File: config.mk
export PLATFORM = sky130hd
export DESIGN_NAME = gray_to_bin_pipe_flat
export DESIGN_NICKNAME = d
export VERILOG_FILES = /design/src/rtl/gray_to_bin_pipe_if.sv /design/src/rtl/gray_to_bin_pipe.sv /design/src/flat_wrapper.sv
export SDC_FILE = /design/constraint.sdc
export NUM_CORES = 1
export LEC_CHECK = 0
export BUFFER_PORTS_ARGS = -buffer_cell sky130_fd_sc_hd__buf_4
export CELL_PAD_IN_SITES_DETAIL_PLACEMENT = 2
export CELL_PAD_IN_SITES_GLOBAL_PLACEMENT = 2
export CORE_MARGIN = 1
export CORE_UTILIZATION = 34
export CTS_CLUSTER_DIAMETER = 60
export CTS_CLUSTER_SIZE = 24
export DETAILED_ROUTE_END_ITERATION = 10
export GPL_ROUTABILITY_DRIVEN = 0
export PLACE_DENSITY_LB_ADDON = 0.1
export SLEW_MARGIN = 10
export SYNTH_ARGS = -nofsm -noshare
export SYNTH_HDL_FRONTEND = slang
export SYNTH_SLANG_ARGS = --single-unit
File: constraint.sdc
create_clock -name clk -period 5.05 [get_ports clk]
set_input_delay 0.7575 -clock clk [delete_from_list [all_inputs] [get_ports clk]]
set_output_delay 0.7575 -clock clk [all_outputs]
set_load 0.005 [all_outputs]
File: src/rtl/gray_to_bin_pipe_if.sv
// Valid/ready bus for the Gray-to-binary decoder: input stream, output stream
// and step-violation counter access.
interface gray_to_bin_pipe_if #(
  parameter int WIDTH = 16
);
  logic             in_valid;
  logic             in_ready;
  logic [WIDTH-1:0] in_gray;
  logic             out_valid;
  logic             out_ready;
  logic [WIDTH-1:0] out_bin;
  logic             out_err;
  logic             err_clr;
  logic [7:0]       err_cnt;

  modport master (
    output in_valid, in_gray, out_ready, err_clr,
    input  in_ready, out_valid, out_bin, out_err, err_cnt
  );

  modport slave (
    input  in_valid, in_gray, out_ready, err_clr,
    output in_ready, out_valid, out_bin, out_err, err_cnt
  );
endinterface

File: src/rtl/gray_to_bin_pipe.sv
// Elastic pipelined Gray-to-binary decoder, MSB slice resolved first.
// Optional Gray step checker enabled by macro GTOB_STEP_CHECK_EN.
module gray_to_bin_pipe #(
  parameter int WIDTH  = 16,
  parameter int STAGES = 2
) (
  input  logic               clk,
  input  logic               rst,
  gray_to_bin_pipe_if.slave  bus
);
  localparam int CHUNK = (WIDTH + STAGES - 1) / STAGES;

  // Each word carries resolved binary bits above the current slice and raw
  // Gray bits below it, so one register per stage is enough.
  function automatic logic [WIDTH-1:0] resolve(input logic [WIDTH-1:0] w, input int s);
    logic [WIDTH-1:0] r;
    r = w;
    for (int i = WIDTH - 2; i >= 0; i--) begin
      if (i <= WIDTH - 1 - s * CHUNK && i >= WIDTH - (s + 1) * CHUNK)
        r[i] = r[i+1] ^ r[i];
    end
    return r;
  endfunction

  logic [STAGES-1:0]            r_vld_pipe;
  logic [STAGES-1:0][WIDTH-1:0] r_data;
  logic [STAGES-1:0]            r_err;

  logic [STAGES-1:0]            w_en;
  logic [STAGES-1:0]            w_vin;
  logic [STAGES-1:0][WIDTH-1:0] w_din;
  logic [STAGES-1:0]            w_ein;
  logic                         w_acc;
  logic                         w_step_err;

  always_comb begin
    w_en = '0;
    w_en[STAGES-1] = !r_vld_pipe[STAGES-1] | bus.out_ready;
    for (int s = STAGES - 2; s >= 0; s--)
      w_en[s] = !r_vld_pipe[s] | w_en[s+1];
  end

  always_comb begin
    w_vin = '0;
    w_din = '0;
    w_ein = '0;
    w_vin[0] = bus.in_valid;
    w_din[0] = bus.in_gray;
    w_ein[0] = w_step_err;
    for (int s = 1; s < STAGES; s++) begin
      w_vin[s] = r_vld_pipe[s-1];
      w_din[s] = r_data[s-1];
      w_ein[s] = r_err[s-1];
    end
  end

  assign w_acc        = bus.in_valid & w_en[0];
  assign bus.in_ready = w_en[0];

  always_ff @(posedge clk or posedge rst) begin
    if (rst) begin
      r_vld_pipe <= '0;
      r_data     <= '0;
      r_err      <= '0;
    end else begin
      for (int s = 0; s < STAGES; s++) begin
        if (w_en[s]) begin
          r_vld_pipe[s] <= w_vin[s];
          r_data[s]     <= resolve(w_din[s], s);
          r_err[s]      <= w_ein[s];
        end
      end
    end
  end

  assign bus.out_valid = r_vld_pipe[STAGES-1];
  assign bus.out_bin   = r_data[STAGES-1];
  assign bus.out_err   = r_err[STAGES-1];

`ifdef GTOB_STEP_CHECK_EN
  logic [WIDTH-1:0] r_hist;
  logic             r_hist_vld;
  logic [7:0]       r_err_cnt;

  assign w_step_err = r_hist_vld && ($countones(bus.in_gray ^ r_hist) > 1);

  always_ff @(posedge clk or posedge rst) begin
    if (rst) begin
      r_hist     <= '0;
      r_hist_vld <= 1'b0;
      r_err_cnt  <= '0;
    end else begin
      if (w_acc) begin
        r_hist     <= bus.in_gray;
        r_hist_vld <= 1'b1;
      end
      // Clear wins over a same-cycle increment.
      if (bus.err_clr)
        r_err_cnt <= '0;
      else if (w_acc && w_step_err && r_err_cnt != 8'hFF)
        r_err_cnt <= r_err_cnt + 8'd1;
    end
  end

  assign bus.err_cnt = r_err_cnt;
`else
  logic w_unused;
  assign w_unused    = bus.err_clr & w_acc;
  assign w_step_err  = 1'b0;
  assign bus.err_cnt = '0;
`endif
endmodule

File: src/flat_wrapper.sv
// flat-port wrapper written by rule: the top's interface ports become plain ports
module gray_to_bin_pipe_flat 
#(
  parameter int WIDTH  = 16,
  parameter int STAGES = 2
)
  (clk, rst, bus_in_valid, bus_in_gray, bus_out_ready, bus_err_clr, bus_in_ready, bus_out_valid, bus_out_bin, bus_out_err, bus_err_cnt);
  gray_to_bin_pipe_if #(.WIDTH(WIDTH)) bus_i ();
  input  logic clk;
  input  logic rst;
  input wire logic [$bits(bus_i.in_valid)-1:0] bus_in_valid;
  input wire logic [$bits(bus_i.in_gray)-1:0] bus_in_gray;
  input wire logic [$bits(bus_i.out_ready)-1:0] bus_out_ready;
  input wire logic [$bits(bus_i.err_clr)-1:0] bus_err_clr;
  output wire logic [$bits(bus_i.in_ready)-1:0] bus_in_ready;
  output wire logic [$bits(bus_i.out_valid)-1:0] bus_out_valid;
  output wire logic [$bits(bus_i.out_bin)-1:0] bus_out_bin;
  output wire logic [$bits(bus_i.out_err)-1:0] bus_out_err;
  output wire logic [$bits(bus_i.err_cnt)-1:0] bus_err_cnt;
  assign bus_i.in_valid = bus_in_valid;
  assign bus_i.in_gray = bus_in_gray;
  assign bus_i.out_ready = bus_out_ready;
  assign bus_i.err_clr = bus_err_clr;
  assign bus_in_ready = bus_i.in_ready;
  assign bus_out_valid = bus_i.out_valid;
  assign bus_out_bin = bus_i.out_bin;
  assign bus_out_err = bus_i.out_err;
  assign bus_err_cnt = bus_i.err_cnt;
  gray_to_bin_pipe #(.WIDTH(WIDTH), .STAGES(STAGES)) u_core (.clk(clk), .rst(rst), .bus(bus_i));
endmodule
## Yosys cells after proc, flatten, opt, wreduce, memory -nomap -nowiden

Index checks and enable logic that the tools add are counted.

- Output and inout bits: 27
- Register bits: 34
- Input bits: 21
- Bits in latches: 0
- Memories kept: 0
- Word-level logic and storage cells: 36
- Bits in writable memories: 0
- Bits in read-only memories: 0

- Eq/ne operators: 0
- Div/mod/pow operators: 0
- Multipliers: 0
- Bitwise operators: 17
- $lt $le $gt $ge: 0
- Shifts and indexed selects: 0
- Reduce and logical (&&, ||, !) cells: 2
- Muxes and demuxes: 13
- Add/subtract/negate cells: 0

Operators with widths:

| cell | count |
|---|---|
| $xor 1x1->1 | 15 |
| $mux 1 | 13 |
| $logic_not 1->1 | 2 |
| $or 1x1->1 | 2 |

## Logic depth before layout (Yosys ltp)

Gate-level depths: netlist (run 1).

- Depth after elaboration: 16
- Gate-level depth with buffers: 5
- Depth with buffers taken out: 4

## Worst setup path after synthesis (run 1)

Ideal clock, no wire load.

- Kind: input to register
- Start: in bus_in_gray[14]
- End: reg u_core.r_data[8] in the netlist's numbering
- Data arrival time: 1,943 ps
- Slack: 3,030 ps
- Cell stages on the path: 4
- Buffers on the path: 0
- Library setup time: 77 ps
- Data required time: 4,973 ps
- Cells stage by stage: xnor3_1 xor2_2 xor3_1 a21oi_1

- Cells in the longest elaborated chain, start to end: 13

RTL lines:

| element | RTL line | RTL |
|---|---|---|
| from (decl) | flat_wrapper.sv:12 | `input wire logic [$bits(bus_i.in_gray)-1:0] bus_in_gray;` |
| $xor 1x1->1 | gray_to_bin_pipe.sv:20 | `r[i] = r[i+1] ^ r[i];` |
| $mux 1 | gray_to_bin_pipe.sv:67 | `if (w_en[s]) begin` |
| $xor 1x1->1 | gray_to_bin_pipe.sv:20 |  |
| $mux 1 | gray_to_bin_pipe.sv:67 |  |
| $xor 1x1->1 | gray_to_bin_pipe.sv:20 |  |
| $mux 1 | gray_to_bin_pipe.sv:67 |  |
| $xor 1x1->1 | gray_to_bin_pipe.sv:20 |  |
| $mux 1 | gray_to_bin_pipe.sv:67 |  |
| $xor 1x1->1 | gray_to_bin_pipe.sv:20 |  |
| $mux 1 | gray_to_bin_pipe.sv:67 |  |
| $xor 1x1->1 | gray_to_bin_pipe.sv:20 |  |
| $mux 1 | gray_to_bin_pipe.sv:67 |  |
| $xor 1x1->1 | gray_to_bin_pipe.sv:20 |  |
| to (signal, indexed assignment) | gray_to_bin_pipe.sv:69 | `r_data[s] <= resolve(w_din[s], s);` |
| to (decl) | gray_to_bin_pipe.sv:26 | `logic [STAGES-1:0][WIDTH-1:0] r_data;` |

Every way passes these cells. The select of a mux whose other input is x is not followed.
A chain may end at the register's enable or synchronous reset.

## Worst setup path in the final report (run 1)

- Start: in bus_out_ready
- End: out bus_in_ready

- Cells in the longest elaborated chain, start to end: 2

RTL lines:

| element | RTL line | RTL |
|---|---|---|
| from (decl) | flat_wrapper.sv:13 | `input wire logic [$bits(bus_i.out_ready)-1:0] bus_out_ready;` |
| $or 1x1->1 | gray_to_bin_pipe.sv:38 | `w_en[STAGES-1] = !r_vld_pipe[STAGES-1] \| bus.out_ready;` |
| $or 1x1->1 | gray_to_bin_pipe.sv:40 | `w_en[s] = !r_vld_pipe[s] \| w_en[s+1];` |
| to (decl) | flat_wrapper.sv:15 | `output wire logic [$bits(bus_i.in_ready)-1:0] bus_in_ready;` |

Every way passes these cells.

==> results.md, run 1 <==
* Status: finished clean
* Netlist Area Pre-Place at approximately 1700 um^2
* Avg Vias per Cell at approximately 4.3
* Max stage delay cell, worst path: buf_4
* Port Buffers at 37
* Vias in the first global route at approximately 1200
* Crit-path cells: buf_4 -> nor2b_1 -> buf_4 -> nand2_1 -> buf_4
* Setup TNS at 0 ns
* Clock Path Buffers at 2
* Max FO, Critical Path at 20
* Minimum clock period after layout at between 2 and 2.5 ns
* Max cap viols at 0
* Synth unique cells at 22
* Worst relative slew slack at 0.634
* Most common cell after layout, fill and taps aside: buf_4
* Clock skew at ~0.0036 ns
* Finish-stage setup viols at 0
* DP Area at 1910 um^2
* PostCTS Resize Cnt at 0
* Effective utilization at floorplan at 0.357
* Design area at 1980 um^2
* Maximum vdd drop at around 0.2 mV
* Post-Layout Cell Count at 246
* Data arrival time of the worst path at about 1.5 ns
* Critical path endpoint category: primary output
* Startpoint Class: primary input
* Die height at a little over 70 um
* Clock input transition at the sequential cells of the worst setup and hold paths at roughly 0.060 ns
* Clk root buf: clkbuf_8
* Hold-fix buffers, CTS at 0
* First-pass GRT wire length at 5530 um
* Power, Total at approximately 860 uW
* Die Area at 5280 um^2
* #FFs+latches synth at 34
* Area Overhead vs Synth at 16.7%
* Worst path max stage delay at around 0.25 ns
* # H-tree levels at 2
* Core area at about 4800 um^2
* All-Layer GR Usage at 0.144
* CTS tree: yes
* Tcrit/Tclk final at 0.441
* Post-CTS Setup Bufs at 0
* Largest net degree at the start of global routing at 35
* Drt first pass iters at 2
* Final ANT Viol Nets at 0
* Util after Layout at 0.417
* PD cells at approximately 430 nW/um^2
* Sink Count at 34
* Residual DRC at 0
* Crit path kind: in2out
* Pleak at 0.000972 uW
* Yosys warns at 0
* Worst skew pair latency at approximately 0.28 ns
* GRT overflow at 0
* Share of post-route cells with drive strength above 1 at 0.324
* Number of antenna diodes at 0
* DR WL/cell at around 14 um
* Sequential area share after synthesis at 0.501
* Final hold vios at 0
* Mean Syn Cell Area at between 10 and 15 um^2
* Top-Level Pins at 48
* Fmax at 449 MHz
* Final Max Slew Viols at 0
* Post-Place Cells at 239
* Antenna violations before repair at 0
* Iteration-0 DRC Markers at 23
* Final HPWL DP at 2500 um
* Number of nets in the layout at 200
* Worst min path class: reg2reg
* Most frequent CP cell: buf_4
* RSZ-0062 raised after global routing: no
* Core Rows at 25
* Required time of the critical path at ~4.3 ns
* Worst Max-Slew Pin Slew at about 0.55 ns
* Most frequent cells in the layout: buf_4 (40), dfrtp_1 (34), nand2_1 (27)
* Die Wd at 72.7 um
* Mapped Cells at 154
* DR vias at 1049
* Drt total wl at 3330 um
* Cts bufs inserted at 5
worst paths after layout:
kind                                   startpoint  slack (ns)                     end  depth (start not counted)
setup / recovery                    bus_out_ready        2.82            bus_in_ready                          5
hold / removal             u_core.bus.out_bin[12]        0.47  u_core.bus.out_bin[12]                          2
setup reg to reg                 u_core.r_data[8]        3.28   u_core.bus.out_bin[0]                          4
hold reg to reg            u_core.bus.out_bin[12]        0.47  u_core.bus.out_bin[12]                          2
max in group asynchronous                     rst        4.16        u_core.r_data[8]                          3
min in group asynchronous                     rst        0.58  u_core.bus.out_bin[13]                          3
layout make-up:
| type | instances | area [um^2] |
|---|---|---|
| inverter | 2 | 7.51 |
| multi-input combinational | 96 | 663 |
| timing repair buffer | 40 | 300 |
| tap | 67 | 83.8 |
| clock buffer | 7 | 76.3 |
| fill | 531 | 2770 |
| sequential | 34 | 851 |
metal layers:
layer / track usage / wire [um] / vias up
met3: 0.0470 / 165 / 5
li1: - / - / 498
met2: 0.263 / 1850 / 26
met4: 0.0458 / 37 / 0
met1: 0.158 / 1280 / 520
met5: 0 / 0 / -
synthesized netlist by cell type:
| master | count | area [um^2] |
|---|---|---|
| inv_1 | 2 | 7.51 |
| mux2_2 | 10 | 113 |
| xor3_2 | 1 | 25.0 |
| nor2b_1 | 1 | 6.26 |
| mux2i_1 | 1 | 10.0 |
| xnor3_1 | 2 | 45.0 |
| buf_4 | 25 | 188 |
| dfrtp_1 | 34 | 851 |
| nand2b_1 | 3 | 18.8 |
| nor2_1 | 13 | 48.8 |
| nand2_1 | 27 | 101 |
| buf_1 | 1 | 3.75 |
| clkbuf_1 | 4 | 15.0 |
| o21ai_0 | 4 | 20.0 |
| conb_1 | 1 | 3.75 |
| xor3_1 | 2 | 47.6 |
| o21ai_1 | 1 | 5.00 |
| xor2_2 | 1 | 16.3 |
| xnor2_1 | 9 | 78.8 |
| a21oi_1 | 7 | 35.0 |
| xor2_1 | 4 | 35.0 |
| xnor3_2 | 1 | 23.8 |
state kept, by name, summed over array words and instances (netlist names):
register / flops
u_core.r_data: 16
u_core.r_vld_pipe: 2
u_core.bus.out_bin: 16
cell families after synthesis:
logic type,Yosys count,synth area share
flip-flops,34,0.501
AND/OR/NAND/NOR,44,0.103
multiplexers,11,0.0722
other,1,0.00221
buffers and inverters,32,0.126
AO/OA/AOI/OAI,12,0.0354
XOR/XNOR,20,0.160
worst max-delay path, delay by kind of cell:
kind          cells  cell delay, ns
buf+inv           3            0.50
simple gates      2            0.21
power by group:
part / switching, uW / total, uW / internal [uW]
registers: 42.2 / 387 / 345
clock network: 90.6 / 185 / 94.8
logic: 117 / 288 / 171
metrics by stage:
stage	setup slack, ns	hold slack, ns
floorplan	3.03	0.435
global placement	2.79	0.451
detailed placement	2.77	0.465
CTS	2.79	0.481
global route	2.76	0.506
finish	2.82	0.473
No activity file was read; power rests on OpenSTA's default activity.
==> inputs of run 2 (changes only) <==
--- a/config.mk
+++ b/config.mk
@@ -9,7 +9,7 @@
 export CELL_PAD_IN_SITES_DETAIL_PLACEMENT = 2
 export CELL_PAD_IN_SITES_GLOBAL_PLACEMENT = 2
 export CORE_MARGIN = 1
-export CORE_UTILIZATION = 34
+export CORE_UTILIZATION = 32
 export CTS_CLUSTER_DIAMETER = 60
 export CTS_CLUSTER_SIZE = 24
 export DETAILED_ROUTE_END_ITERATION = 10
==> constraint.sdc (replaced) <==
create_clock -name clk -period 2.3 [get_ports clk]
set_input_delay 0.345 -clock clk [delete_from_list [all_inputs] [get_ports clk]]
set_output_delay 0.345 -clock clk [all_outputs]
set_load 0.005 [all_outputs]
==> results.md, run 2 (synthesis gave the netlist of run 1 again) <==
* Status: finished clean
* Top-Level Pins at 48
* GRT overflow at 0
* Post-Layout Cell Count at roughly 250
* Drt total wl at ~3300 um
* Worst min path class: in2async
* RSZ-0062 raised after global routing: no
* Crit-path cells: xor3_2 -> xnor3_2 -> xnor3_1 -> o21ai_0
* Area Overhead vs Synth at 17.3%
* First-pass GRT wire length at between 5000 and 6000 um
* Vias in the first global route at roughly 1100
* Int Power at about 1400 uW
* Cts bufs inserted at 5
* Worst R2R End: u_core.bus.out_bin[0]
* Largest net degree at the start of global routing at 35
* Pleak at slightly below 0.001 uW
* Critical path endpoint category: flip-flop
* Final ANT Viol Nets at 0
* Reg2reg start: u_core.r_data[8]
* Final Max Slew Viols at 0
* Most common cell after layout, fill and taps aside: buf_4
* Clk pwr share at 0.223
* Worst Max-Slew Pin Slew at between 0.5 and 0.6 ns
* FF-to-FF setup slack at 0.50 ns
* Clock input transition at the sequential cells of the worst setup and hold paths at roughly 0.060 ns
* # H-tree levels at 2
* Startpoint Class: flip-flop
* DR vias at roughly 1000
* Core area at ~5100 um^2
* Fmax at roughly 550 MHz
* Maximum vdd drop at ~0.44 mV
* Post-CTS Setup Bufs at 0
* Clk root buf: clkbuf_8
* Minimum clock period after layout at approximately 1.8 ns
* Final hold vios at 0
* PD cells at ~960 nW/um^2
* Worst relative slew slack at 0.658
* Post-Place Cells at roughly 240
* Max cap viols at 0
* Finish-stage setup viols at 0
* Residual DRC at 0
* Core Rows at 26
* Number of nets in the layout at 200
* Required time of the critical path at about 2.5 ns
* WP buf/inv at 0
* Most frequent cells in the layout: buf_4 (40), dfrtp_1 (34), nand2_1 (27)
* Max stage delay cell, worst path: xor3_2
* Data arrival time of the worst path at about 2.0 ns
* Share of post-route cells with drive strength above 1 at 0.331
* Effective utilization at floorplan at 0.332
* Die height at approximately 75 um
* CTS tree: yes
* Port Buffers at 37
* Sink Count at 34
* Number of antenna diodes at 0
* Die Area at roughly 5600 um^2
* Layout fillers at about 570
* Clock skew at 0.00455 ns
* Die Wd at about 75 um
* Setup TNS at 0 ns
* Iteration-0 DRC Markers at 30
* Avg Vias per Cell at 4.21
* Pre-CTS setup slack at roughly 0.43 ns
* Clock Path Buffers at 2
* Crit path kind: reg2reg
* Hold-fix buffers, CTS at 0
* Combinational power share at 0.331
* Worst R2R Path Depth at 4
* Worst skew pair latency at between 0.2 and 0.3 ns
* Antenna violations before repair at 0
* Psw at about 550 uW
* Drt first pass iters at 3
* Tcrit/Tclk final at 0.784
* Final HPWL DP at ~2400 um
* All-Layer GR Usage at 0.135
* Sequential share of power at 0.446
* Max FO, Critical Path at 4
* PostCTS Resize Cnt at 0
* Crit path max-delay family: XOR/XNOR gates
* Sw Ratio at 0.288
* DR WL/cell at between 10 and 15 um
* Worst path max stage delay at 0.50 ns
* Setup ws final at 0.497 ns
run 2: worst max-delay path by stage:
stage / end / cells past startpoint / slack [ns] / startpoint
final: u_core.bus.out_bin[0] / 4 / 0.50 / u_core.r_data[8]
after global routing: u_core.bus.out_bin[0] / 4 / 0.41 / u_core.r_data[8]
after CTS: u_core.bus.out_bin[0] / 4 / 0.47 / u_core.r_data[8]
after detailed placement: u_core.r_data[8] / 5 / 0.43 / bus_in_gray[14]
after global placement: u_core.r_data[8] / 5 / 0.47 / bus_in_gray[14]
after floorplan: u_core.bus.out_bin[0] / 4 / 0.64 / u_core.r_data[8]
run 2: final cells by class:
type                    instances  area [um^2]  share of cell area
inverters                       2         7.51             0.00377
well taps                      70         87.6              0.0440
multi-input cells              96          663               0.333
flip-flops and latches         34          851               0.427
repair buffers                 40          300               0.151
clock buffers                   6         82.6              0.0415
run 2: worst min-delay path: cells and delay by family:
family / cells / cell delay [ns]
buffers and inverters: 3 / 0.53
run 2: power groups by stage:
stage                     sequential (uW)  combinational [uW]  clock, uW
after floorplan                       836                 542          0
after global placement                860                 630          0
after detailed placement              871                 650          0
after CTS                             860                 652        450
after global routing                  877                 703        465
final                                 854                 634        427
run 2: stage by stage:
stage,hold WS (ns),utilization,instance area [um^2],power (uW)
after floorplan,0.435,-,1730,1380
after global placement,0.442,0.374,1910,1490
after detailed placement,0.457,0.374,1910,1520
after CTS,0.182,0.390,1990,1960
after global routing,0.201,0.390,1990,2040
final,0.169,0.390,1990,1910
run 2: layer usage:
metal  GRT usage  vias to the layer above  share of wire
li1            -                      499              -
met1       0.150                      512           0.40
met2       0.232                       26           0.54
met3      0.0321                        6          0.040
met4      0.0881                        0          0.020
met5           0                        -              0
